<file path="config.mk">
export PLATFORM = sky130hd
export DESIGN_NAME = oam_dma
export DESIGN_NICKNAME = d
export VERILOG_FILES = /design/src/rtl/oam_dma.sv
export SDC_FILE = /design/constraint.sdc
export NUM_CORES = 1
export LEC_CHECK = 0
export CAP_MARGIN = 20
export CORE_ASPECT_RATIO = 1.25
export CORE_MARGIN = 2
export CORE_UTILIZATION = 39
export DETAILED_ROUTE_END_ITERATION = 10
export HOLD_SLACK_MARGIN = 0.02
export PLACE_DENSITY_LB_ADDON = 0.1
export SYNTH_ARGS = -nofsm -noshare
export SYNTH_HDL_FRONTEND = slang
export SYNTH_SLANG_ARGS = --single-unit
</file>
<file path="constraint.sdc">
create_clock -name clk -period 2.5 [get_ports clk]
set_input_delay 0.5 -clock clk [delete_from_list [all_inputs] [get_ports clk]]
set_output_delay 0.5 -clock clk [all_outputs]
set_load 0.005 [all_outputs]
</file>
<file path="src/rtl/oam_dma.sv">
// Sprite DMA initiator: snoops CPU writes to DMA_REG_ADDR, halts the CPU and copies XFER_LEN bytes
// from page {page,00} into the OAM data port. Optional odd-cycle alignment via ODD_CYCLE_ALIGN_EN.
module oam_dma #(
  parameter logic [15:0] DMA_REG_ADDR  = 16'h4014,
  parameter logic [15:0] OAM_DATA_ADDR = 16'h2004,
  parameter int unsigned XFER_LEN      = 256
) (
  input  logic        clk,
  input  logic        rst,
  input  logic [15:0] cpu_addr_in,
  input  logic [7:0]  cpu_data_in,
  input  logic        cpu_write_en,
  output logic [15:0] dma_addr_out,
  output logic [7:0]  dma_data_out,
  output logic        dma_read_en,
  output logic        dma_write_en,
  input  logic [7:0]  mem_data_in,
  input  logic        mem_busy,
  output logic        cpu_halt,
  output logic        dma_active,
  output logic        dma_done
);

  localparam int unsigned IW = (XFER_LEN > 1) ? $clog2(XFER_LEN) : 1;
  localparam logic [IW-1:0] LAST_IDX = IW'(XFER_LEN - 1);

  typedef enum logic [2:0] {
    S_IDLE,
    S_HALT,
    S_ALIGN,
    S_READ,
    S_WRITE,
    S_DONE
  } state_t;

  state_t          r_state;
  state_t          w_next;
  logic [7:0]      r_page;
  logic [7:0]      w_page_next;
  logic [IW-1:0]   r_idx;
  logic [IW-1:0]   w_idx_next;
  logic            w_trigger;
  logic [7:0]      w_src_lo;

  assign w_trigger = cpu_write_en && (cpu_addr_in == DMA_REG_ADDR);
  assign w_src_lo  = 8'(r_idx);

`ifdef ODD_CYCLE_ALIGN_EN
  logic r_parity;

  always_ff @(posedge clk or negedge rst) begin
    if (!rst) r_parity <= 1'b0;
    else      r_parity <= ~r_parity;
  end
`endif

  // mem_busy freezes the whole engine, so every output (decoded from state) is held too
  always_ff @(posedge clk or negedge rst) begin
    if (!rst) begin
      r_state <= S_IDLE;
      r_page  <= '0;
      r_idx   <= '0;
    end else if (!mem_busy) begin
      r_state <= w_next;
      r_page  <= w_page_next;
      r_idx   <= w_idx_next;
    end
  end

  always_comb begin
    w_next       = r_state;
    w_page_next  = r_page;
    w_idx_next   = r_idx;
    dma_addr_out = '0;
    dma_data_out = '0;
    dma_read_en  = 1'b0;
    dma_write_en = 1'b0;
    cpu_halt     = 1'b0;
    dma_active   = 1'b0;
    dma_done     = 1'b0;
    case (r_state)
      S_IDLE: begin
        if (w_trigger) begin
          w_page_next = cpu_data_in;
          w_idx_next  = '0;
          w_next      = S_HALT;
        end
      end
      S_HALT: begin
        cpu_halt   = 1'b1;
        dma_active = 1'b1;
`ifdef ODD_CYCLE_ALIGN_EN
        w_next     = r_parity ? S_ALIGN : S_READ;
`else
        w_next     = S_READ;
`endif
      end
      S_ALIGN: begin
        cpu_halt   = 1'b1;
        dma_active = 1'b1;
        w_next     = S_READ;
      end
      S_READ: begin
        cpu_halt     = 1'b1;
        dma_active   = 1'b1;
        dma_read_en  = 1'b1;
        dma_addr_out = {r_page, w_src_lo};
        w_next       = S_WRITE;
      end
      S_WRITE: begin
        cpu_halt     = 1'b1;
        dma_active   = 1'b1;
        dma_write_en = 1'b1;
        dma_addr_out = OAM_DATA_ADDR;
        dma_data_out = mem_data_in;
        if (r_idx == LAST_IDX) begin
          w_next = S_DONE;
        end else begin
          w_idx_next = r_idx + IW'(1);
          w_next     = S_READ;
        end
      end
      S_DONE: begin
        dma_done = 1'b1;
        w_next   = S_IDLE;
      end
      default: w_next = S_IDLE;
    endcase
  end

endmodule

</file>
# == Yosys cells after proc, flatten, opt, wreduce, memory -nomap -nowiden ==
# Index checks and enable logic that the tools add are counted.
# classes
mul,0
reduce_logical,8
n_eq_ne,9
div_mod_pow,0
shifts,0
n_bitwise,1
n_addsub,1
magnitude_cmp,0
mux,12
# op_table
cell,n
$pmux W16 S2,1
$mux W8,3
$eq A16 B15 Y1 const B,1
$pmux W8 S2,1
$pmux W3 S4,1
$add A8 B1 Y8 const B,1
$eq A8 B8 Y1 const B,1
$eq A3 B2 Y1 const B,2
$eq A3 B3 Y1 const B,2
$mux W3,2
$mux W1,4
$ne A2 B2 Y1 const B,2
$reduce_and A4 Y1,1
$reduce_or A4 Y1,1
$eq A3 B1 Y1 const B,1
$logic_not A3 Y1,1
$reduce_and A3 Y1,1
$reduce_and A2 Y1,1
$reduce_bool A2 Y1,1
$reduce_or A2 Y1,1
$logic_and A1 B1 Y1,1
$not A1 Y1,1
# totals
mem_bits_rw,0
reg_bits,19
latchBits,0
output_inout_bits,29
elab_cells,34
n_memories,0
romBits,0

# == Depth between registers and ports, before layout ==
# logic_depth
depth_word,4
mapped_depth,7
mapped_depth_nobuf,6

# == Worst setup path after synthesis ==
# Ideal clock, no wire load.
# synth_path
path_kind,input -> register
start,input cpu_addr_in[12]
end,register r_page[0]
path_stages,4
path_slack_ps,607
t_arrival_ps,1768
setup_ps,125
path_cell_list,nor4bb_1 -> nand2_1 -> nor4_4 -> mux2_2
# synth_via
elab_chain_len,3
# synth_lines
element,line_no,text
from (decl),10,"input logic [15:0] cpu_addr_in,"
$eq A16 B15 Y1,45,assign w_trigger = cpu_write_en && (cpu_addr_in == DMA_REG_ADDR);
$logic_and A1 B1 Y1,45,
$reduce_and A3 Y1 (no line),-,
to (signal assigned),65,r_page <= w_page_next;
to (decl),38,logic [7:0] r_page;
# No other way between the ends.
# A chain may end at the register's enable or synchronous reset.

# == Worst setup path in the final report ==
# layout_path
start,register r_state[0]
end,output dma_write_en
# layout_via
elab_chain_len,2
# layout_lines
element,line_no,text
from (decl),36,state_t r_state;
from (signal assigned),64,r_state <= w_next;
$eq A3 B3 Y1,81,case (r_state)
$mux W1,81,
to (decl),16,"output logic dma_write_en,"
# No other way between the ends.

==> run_results.csv <==
group,metric,value,unit
run_status,status,"finished, final reports clean",
timing,fin_crit_sh,92.9,%
clock_network,cts_buffers,3,
power,leakage,0.813,nW
hold_path,worstHoldPathType,"reg -> reg",
route,drt_wl_total,3.05,mm
clock_network,clock_latency,0.29,ns
floorplanning,die_area,3540,um2
power,fin_total_pwr,995,uW
power,p_clk_share,15.2,%
yosys,syn_area_per_cell,9.29,um2
finish,final_cell_area,1910,um2
timing,hold_ws,0.511,ns
floorplanning,rows,22,
yosys,synth_cell_type_count,40,
yosys,synth_flop_cell,"dfrtp_1",
setup_path,path_class,"reg -> out",
floorplanning,fp.dieH,66.0,um
power,switching_share,34.4,%
timing,hold_viol_final,0,
setup_path,end_kind,"output pin",
route,wl_per_cell,13.3,um
global_route,grt_max_degree,20,
clock_network,cts_num_sinks,19,
finish,synthToLayoutAreaGrowth,59.0,%
placement,finalWeightedCongestion,0.795,
global_route,grt_pass1_vias,1141,
finish,drive_above_1_share,10.9,%
yosys,syn_area,1200,um2
route,drtIter0Drc,27,
finish,num_antenna_cells,0,
yosys,ys_ff_latch,19,
setup_path,critPathSlowestCell,"clkdlybuf4s50_1",
yosys,synth.area.top_cells,"dfrtp_1, mux2_2, and2_1",
timing,drv_slew,0,
setup_path,cp_num_buf_inv,2,
floorplanning,die_w,53.6,um
finish,fin_cells,229,
yosys,synth_top_area_cell,"dfrtp_1",
timing,rsz0062_at_grt,"false",
timing,fin_crit,2.32,ns
timing,tns,0,ns
clock_network,postCtsSetupRepairBufs,0,
power,pwr-share-comb,47.7,%
yosys,syn-num-nets,166,
placement,placed_area,1870,um2
timing,setup_violations,0,
power,power.share.sequential,37.1,%
power,irDropWorstVdd,468,uV
route,dr.pass1.iters,4,
global_route,antenna_found_initial,0,
placement,io_buffer_count,64,
clock_network,clockRootBuffer,"clkbuf_4",
route,ant_nets,0,
clock_network,h-tree-depth,1,
setup_path,cp_cell_sequence,"nor2_1 -> nand2_1 -> inv_1 -> clkdlybuf4s50_1",
placement,hpwl,2.35,mm
setup_path,cpPeakStageDelay,0.52,ns
setup_path,cp_max_fo,9,
timing,max-slew-margin-rel,67.7,%
finish,final_net_count,231,
clock_network,cts_hold_buf,0,
yosys,synthCells,129,
timing,tightestPinTransition,0.484,ns
yosys,synthArstFlopShare,100,%
floorplanning,initial_core_util,40.7,%
floorplanning,core,2950,um2
power,power_switching,342,uW
route,via_per_inst,5.31,
power,p_int,653,uW
yosys,ys_warn_count,0,
global_route,grt-ovfl-total,0,
timing,fmax,0.430,GHz
yosys,synth.most_common_cell,"dfrtp_1",
clock_network,cts_tree,"built",
clock_network,clkTransAtPathRegs,0.10,ns
setup_path,cp-start-kind,"flip-flop",
setup_path,worstPathRequired,2.00,ns
setup_path,cp_top_family,"buffers and inverters",
route,route.vias.total,1216,
clock_network,cts_max_path_buffers,2,
floorplanning,io_pins,65,
job,cap_violations,0,
power,power_density,522,nW/um2
yosys,synth_common_cells,"dfrtp_1, nand2_1, and2_1",
setup_path,cp_data_arrival_time,1.82,ns
yosys,ys_seq_area_share,39.7,%
placement,place_inst,225,
global_route,grt_pass1_wl,4.95,mm
timing,fin_worst_skew,0.00167,ns
yosys,synth_top_cell_area_share,39.7,%
global_route,track_usage,18.7,%
route,drc_errors,0,
yosys,synth_edf_count,0,
## power by group through the flow
stage / sequential, mW / clock, mW / combinational (mW)
after floorplan: 0.356 / 0 / 0.287
after global placement: 0.371 / 0 / 0.463
after detailed placement: 0.373 / 0 / 0.474
after CTS: 0.367 / 0.158 / 0.478
after global routing: 0.375 / 0.172 / 0.533
final: 0.369 / 0.151 / 0.475
## layer usage
layer  routed length [um]  global-route usage, %
met2                 1450                   32.9
met1                 1230                   22.2
met3                  334                   3.62
met5                    0                      0
met4                   40                   5.77
## cell usage in the layout (no fill, tap or decap), drive strengths merged, types with 2 or more instances in the layout
cell type / count
inv: 3
nor2: 5
nand2: 16
nor4b: 2
a21o: 2
and3: 11
buf: 5
o21a: 2
and2: 14
nand2b: 2
clkbuf: 4
o2bb2ai: 3
clkdlybuf4s50: 64
o21ai: 2
a21oi: 4
nor4: 2
nand3: 6
mux2: 8
dfrtp: 19
## through the flow
stage / util [%] / worst slack [ns]
6_report: 64.7 / 0.177
3_5_place_dp: 63.6 / 0.106
3_3_place_gp: 63.6 / 0.141
2_1_floorplan: - / 0.607
5_1_grt: 64.7 / 0.0600
4_1_cts: 64.6 / 0.0574
## what timing repair did
item,4_1_cts,5_1_grt
endpoints found under the hold margin,0,0
gates resized for setup,1,1
endpoints found under the setup margin,17,11
## layout make-up
cell class	count	area [um2]
fillers	239	1040
repair buffers	69	678
multi-input cells	98	669
flip-flops and latches	19	475
well taps	36	45.0
clock buffers	4	26.3
inverters	3	11.3
## worst reg2reg max path, cell delays in order, from the launching register on
cell and delay [ns]:
dfrtp_1 0.41, ha_1 0.23, and4_1 0.28, nand4_1 0.36
o21ai_0 0.43, a221o_1 0.21
## path summary, 6_finish.rpt
path	startpoint	to	slack, ns	cells after the start
hold / removal	r_page[6]$_DFFE_PN0P_	r_page[6]$_DFFE_PN0P_	0.51	1
hold reg to reg	r_page[6]$_DFFE_PN0P_	r_page[6]$_DFFE_PN0P_	0.51	1
setup / recovery	r_state[0]$_DFFE_PN0P_	dma_write_en	0.18	4
max in group asynchronous	rst	r_idx[1]$_DFFE_PN0P_	1.78	2
min in group asynchronous	rst	r_page[7]$_DFFE_PN0P_	0.53	2
setup reg to reg	r_idx[0]$_DFFE_PN0P_	r_idx[5]$_DFFE_PN0P_	0.53	5
## sequential cells by signal, summed over array words and instances, names as in the netlist
name,cells
r_idx,8
r_page,8
r_state,3
## kinds of logic after synthesis
logic type | share of synthesized area (%)
compound gates | 14.7
xor+xnor | 0.731
fa+ha+maj | 1.04
buf+inv | 4.91
flops | 39.7
mux | 8.35
simple gates | 30.6
(Power assumes the default switching activity.)
